--- src/rtl/uart_resp_tx.sv ---
// Response transmitter: queues response bytes in a small FIFO and sends each
// as an 8N1 UART frame on TX, with status and overflow reporting.
module uart_resp_tx #(
    parameter int unsigned BAUD_DIV   = 2604,
    parameter int unsigned FIFO_DEPTH = 4
) (
    input  logic       clk,
    input  logic       rst,
    input  logic       send_resp,
    input  logic [7:0] resp,
    output logic       TX,
    output logic       tx_busy,
    output logic       resp_sent,
    output logic       fifo_full,
    output logic       overflow
);

    localparam int unsigned PTR_W      = $clog2(FIFO_DEPTH);
    localparam int unsigned CNT_W      = PTR_W + 1;
    localparam int unsigned BAUD_W     = 12;
    localparam int unsigned BIT_W      = 4;
    localparam int unsigned FRAME_BITS = 10;

    typedef enum logic [0:0] {
        ST_IDLE = 1'b0,
        ST_XMIT = 1'b1
    } state_e;

    state_e             state_q, state_d;
    logic [7:0]         mem_q [FIFO_DEPTH];
    logic [PTR_W-1:0]   wr_ptr_q, wr_ptr_d;
    logic [PTR_W-1:0]   rd_ptr_q, rd_ptr_d;
    logic [CNT_W-1:0]   count_q, count_d;
    logic [9:0]         shift_q, shift_d;
    logic [BAUD_W-1:0]  baud_q, baud_d;
    logic [BIT_W-1:0]   bit_q, bit_d;
    logic               tx_q;
    logic               busy_q;
    logic               done_q;
    logic               sent_q;
    logic               full_q;
    logic               ovf_q;

    logic               push_c;
    logic               pop_c;
    logic               drop_c;
    logic               done_c;

    // Next-state: FIFO bookkeeping plus the IDLE/XMIT frame sequencer
    always_comb begin
        state_d  = state_q;
        wr_ptr_d = wr_ptr_q;
        rd_ptr_d = rd_ptr_q;
        count_d  = count_q;
        shift_d  = shift_q;
        baud_d   = baud_q;
        bit_d    = bit_q;
        pop_c    = 1'b0;
        done_c   = 1'b0;
        push_c   = send_resp && (count_q < CNT_W'(FIFO_DEPTH));
        drop_c   = send_resp && (count_q == CNT_W'(FIFO_DEPTH));

        case (state_q)
            ST_IDLE: begin
                if (count_q != '0) begin
                    pop_c   = 1'b1;
                    shift_d = {1'b1, mem_q[rd_ptr_q], 1'b0};
                    baud_d  = '0;
                    bit_d   = '0;
                    state_d = ST_XMIT;
                end
            end
            ST_XMIT: begin
                if (baud_q == BAUD_W'(BAUD_DIV - 1)) begin
                    baud_d  = '0;
                    shift_d = {1'b1, shift_q[9:1]};
                    bit_d   = bit_q + BIT_W'(1);
                    if (bit_q == BIT_W'(FRAME_BITS - 1)) begin
                        done_c  = 1'b1;
                        state_d = ST_IDLE;
                    end
                end else begin
                    baud_d = baud_q + BAUD_W'(1);
                end
            end
            default: state_d = ST_IDLE;
        endcase

        // Depth is a power of two, so pointers wrap by natural overflow
        if (push_c) begin
            wr_ptr_d = wr_ptr_q + PTR_W'(1);
        end
        if (pop_c) begin
            rd_ptr_d = rd_ptr_q + PTR_W'(1);
        end
        case ({push_c, pop_c})
            2'b10:   count_d = count_q + CNT_W'(1);
            2'b01:   count_d = count_q - CNT_W'(1);
            default: count_d = count_q;
        endcase
    end

    // State, counters and registered outputs
    always_ff @(posedge clk) begin
        if (rst) begin
            state_q  <= ST_IDLE;
            wr_ptr_q <= '0;
            rd_ptr_q <= '0;
            count_q  <= '0;
            shift_q  <= '1;
            baud_q   <= '0;
            bit_q    <= '0;
            tx_q     <= 1'b1;
            busy_q   <= 1'b0;
            done_q   <= 1'b0;
            sent_q   <= 1'b0;
            full_q   <= 1'b0;
            ovf_q    <= 1'b0;
        end else begin
            state_q  <= state_d;
            wr_ptr_q <= wr_ptr_d;
            rd_ptr_q <= rd_ptr_d;
            count_q  <= count_d;
            shift_q  <= shift_d;
            baud_q   <= baud_d;
            bit_q    <= bit_d;
            // TX trails the shift register by one flop; resp_sent follows suit
            tx_q     <= (state_q == ST_XMIT) ? shift_q[0] : 1'b1;
            done_q   <= done_c;
            sent_q   <= done_q;
            busy_q   <= (state_d == ST_XMIT) || (count_d != '0);
            full_q   <= (count_d == CNT_W'(FIFO_DEPTH));
            ovf_q    <= ovf_q || drop_c;
        end
    end

    // Byte storage, not reset: only slots between the pointers are ever read
    always_ff @(posedge clk) begin
        if (!rst && push_c) begin
            mem_q[wr_ptr_q] <= resp;
        end
    end

    assign TX        = tx_q;
    assign tx_busy   = busy_q;
    assign resp_sent = sent_q;
    assign fifo_full = full_q;
    assign overflow  = ovf_q;

endmodule

--- config.mk ---
export PLATFORM = sky130hd
export DESIGN_NAME = uart_resp_tx
export DESIGN_NICKNAME = d
export VERILOG_FILES = /design/src/rtl/uart_resp_tx.sv
export SDC_FILE = /design/constraint.sdc
export NUM_CORES = 1
export LEC_CHECK = 0
export ABC_CLOCK_PERIOD_IN_PS = 2600
export BUFFER_PORTS_ARGS = -buffer_cell sky130_fd_sc_hd__buf_2
export CAP_MARGIN = 0
export CORE_ASPECT_RATIO = 1.5
export CORE_UTILIZATION = 54
export CTS_CLUSTER_SIZE = 24
export DETAILED_ROUTE_END_ITERATION = 8
export PLACE_DENSITY = 0.74
export SYNTH_ARGS = -nofsm -noshare
export SYNTH_HDL_FRONTEND = slang
export SYNTH_SLANG_ARGS = --single-unit
export TNS_END_PERCENT = 1
--- constraint.sdc ---
create_clock -name clk -period 2.6 [get_ports clk]
set_input_delay 0 -clock clk [delete_from_list [all_inputs] [get_ports clk]]
set_output_delay 0 -clock clk [all_outputs]
set_load 0.01 [all_outputs]
==> flow_metrics.py <==
metrics = {
    "status": {
        "status": "complete, no violations",
    },
    "timing": {
        "tightest_slew_ps": 539.6,
        "hold_viol_final": 0,
        "holdWs_ps": 123.3,
        "fmax_mhz": 412.3,
        "fin_crit_sh": 0.9329,
        "fin_crit_ps": 2426,
        "fin_ws_ps": 174.5,
        "fin_tns_setup_ps": 0,
        "setup_viol": 0,
        "slew_headroom": 0.6398,
        "fin_skew_ps": 12.25,
        "slew_viol_final": 0,
    },
    "synth": {
        "synth_cell_type_count": 57,
        "ys_warn_count": 0,
        "synth_edf_count": 32,
        "synth_seq_cells": 73,
        "synth_async_sr_flop_share": 0,
        "postSynthCellCount": 279,
        "synth-main-ff-cell": "dfxtp_1",
        "synth_area_um2": 3216,
        "syn_area_per_cell_um2": 11.53,
        "synth_nets": 299,
        "yosysSeqAreaShare": 0.5541,
    },
    "cts": {
        "clockRootBuffer": "clkbuf_8",
        "cts.clk_slew.worst_paths_ps": 80,
        "clockBufferDepth": 2,
        "insertion_delay_ps": 350,
        "cts_setup_buffers": 0,
        "numCtsBuffers": 9,
        "cts_sinks": 73,
        "cts_tree": "yes",
        "htreeDepth": 3,
    },
    "global_route": {
        "grt_pass1_wl_um": 10260,
        "grt_pass1_vias": 2285,
        "grt_overflow": 0,
        "grtUsageTotal": 0.2276,
        "antenna_found_initial": 0,
        "grt_max_degree": 38,
    },
    "pwr": {
        "p_sw_mw": 1.076,
        "p_per_area_nw_per_um2": 902.8,
        "p_sw_frac": 0.3237,
        "pwr-share-comb": 0.301,
        "intPower_mw": 2.247,
        "pwr-share-seq": 0.444,
        "pwr-share-clk": 0.255,
        "p_leak_nw": 1.383,
        "worst_ir_drop_vdd_mv": 0.5149,
    },
    "cells_and_area": {
        "final.fill_count": 483,
        "drive_gt1_frac": 0.1994,
        "most-common-layout-cells": "41 x dfxtp_1, 32 x edfxtp_1, 30 x nand2_1, 19 x nor2_1, 15 x buf_2",
        "nets": 331,
        "diodes": 0,
        "fin_area_um2": 3681,
        "stdcell_count": 388,
        "syn_to_final_growth_pct": 14.47,
        "final_common_cell": "dfxtp_1",
    },
    "drt": {
        "num_vias": 2231,
        "drt.antenna.violating_nets": 0,
        "drtIter0Drc": 130,
        "wl_um": 6177,
        "dr.pass1.iters": 4,
        "drc": 0,
        "routedWlPerCell_um": 15.92,
        "viasPerCell": 5.750,
    },
    "critical_path": {
        "rrSetupSlack_ps": 170,
        "path_max_fanout": 5,
        "cp-start-kind": "flop",
        "worstSetupPathType": "flop to flop",
        "required_ps": 2870,
        "cp.arrival_ps": 2700,
        "endpoint_kind": "flop",
    },
    "floorplanning": {
        "die_area_um2": 6274,
        "die_x_um": 65.01,
        "row_count": 34,
        "top_level_ports": 16,
        "die_h_um": 96.51,
        "core_um2": 5786,
        "start_util": 0.5558,
    },
    "placement": {
        "place_ws_ps": 142.5,
        "routabilityCongestion": 0.7870,
        "hpwlAfterDp_um": 4182,
        "io_buffers": 15,
        "dpl_cell_area_um2": 3402,
        "place_inst": 363,
    },
    "worst_hold_path": {
        "hold_path.class": "primary input to flop",
    },
    "job": {
        "maxCapViolations": 0,
    },
}
[synth_stat cells, types with 3 or more instances]
| library cell | count | share of area |
|---|---|---|
| dfxtp_1 | 41 | 0.26 |
| edfxtp_1 | 32 | 0.30 |
| nand2_1 | 30 | 0.035 |
| nor2_1 | 19 | 0.022 |
| a21oi_1 | 15 | 0.023 |
| nand3_1 | 14 | 0.022 |
| inv_1 | 10 | 0.012 |
| ha_1 | 8 | 0.031 |
| mux2i_1 | 8 | 0.025 |
| mux4_2 | 8 | 0.056 |
| clkbuf_1 | 7 | 0.0082 |
| o21ai_0 | 7 | 0.011 |
| and3_1 | 6 | 0.012 |
| or3_1 | 5 | 0.0097 |
| a31oi_1 | 4 | 0.0078 |
| nor3_1 | 4 | 0.0062 |
| buf_2 | 3 | 0.0047 |
| nand2b_1 | 3 | 0.0058 |
| nand4_1 | 3 | 0.0058 |
| or2_2 | 3 | 0.0058 |
| xnor2_1 | 3 | 0.0082 |
[worst max-delay path, stage by stage (launching register included)]
cell,delay (ps)
dfxtp_1,400
nor3_1,100
or2_2,300
inv_1,80
ha_1,170
inv_1,60
fa_1,370
xor2_1,150
or3_1,330
a21oi_2,180
a21boi_0,200
[repair_timing]
item                       CTS  global route
hold endpoints to repair    33             0
hold buffers                 9             0
resized for setup            0             1
setup endpoints to repair    0             1
[worst paths after layout]
| check | cells after the start | startpoint | to |
|---|---|---|---|
| setup / recovery | 10 | count_q[1] | fifo_full |
| hold / removal | 3 | rst | tx_busy |
| setup reg to reg | 10 | count_q[1] | fifo_full |
| hold reg to reg | 1 | done_q | resp_sent |
[metrics by stage]
stage               power [mW]  utilization
floorplan                2.190            -
global placement         2.451       0.5880
detailed placement       2.487       0.5880
CTS                      3.332       0.6356
global route             3.515       0.6362
finish                   3.323       0.6362
[power groups by stage]
stage | clock, mW | combinational (mW) | sequential (mW)
after floorplan | 0 | 0.729 | 1.46
after global placement | 0 | 0.957 | 1.49
after detailed placement | 0 | 0.984 | 1.50
after CTS | 0.856 | 0.999 | 1.48
after global routing | 0.910 | 1.11 | 1.50
final | 0.846 | 1.00 | 1.48
[cells by family after synthesis]
group                      after synthesis  synth area share
xor gates and xnor gates                 5           0.01362
AOI/OAI and AO/OA                       40           0.08288
muxes                                   16           0.08093
adders and majority gates                9           0.03736
buffers and inverters                   23           0.02841
DFF                                     73            0.5541
and+or+nand+nor                        113            0.2027
[sequential cells by signal (all words and copies together), names as in the netlist, 2 cells and up, named ones only]
register and flops:
mem_q 32, shift_q 9, rd_ptr_q 2, count_q 3, bit_q 4, baud_q 12
wr_ptr_q 2
[final cells by class]
cell class,count,area (µm²),area share
timing repair buffer,34,240.2,0.06526
sequential,73,1782,0.4840
clock inverter,7,61.31,0.01666
inverter,10,37.54,0.01020
multi-input combinational,183,1346,0.3657
clock buffer,9,123.9,0.03365
tap,72,90.09,0.02447
[per-layer routing]
| metal | wire length, µm | part of all wire | vias up | track usage |
|---|---|---|---|---|
| met5 | 0 | 0 | - | 0 |
| met4 | 172 | 0.028 | 0 | 0.1278 |
| met3 | 187 | 0.030 | 16 | 0.06338 |
| met2 | 3436 | 0.56 | 38 | 0.4175 |
| met1 | 2382 | 0.39 | 1090 | 0.2279 |
| li1 | - | - | 1087 | - |
Power figures use the tool's default switching activity.
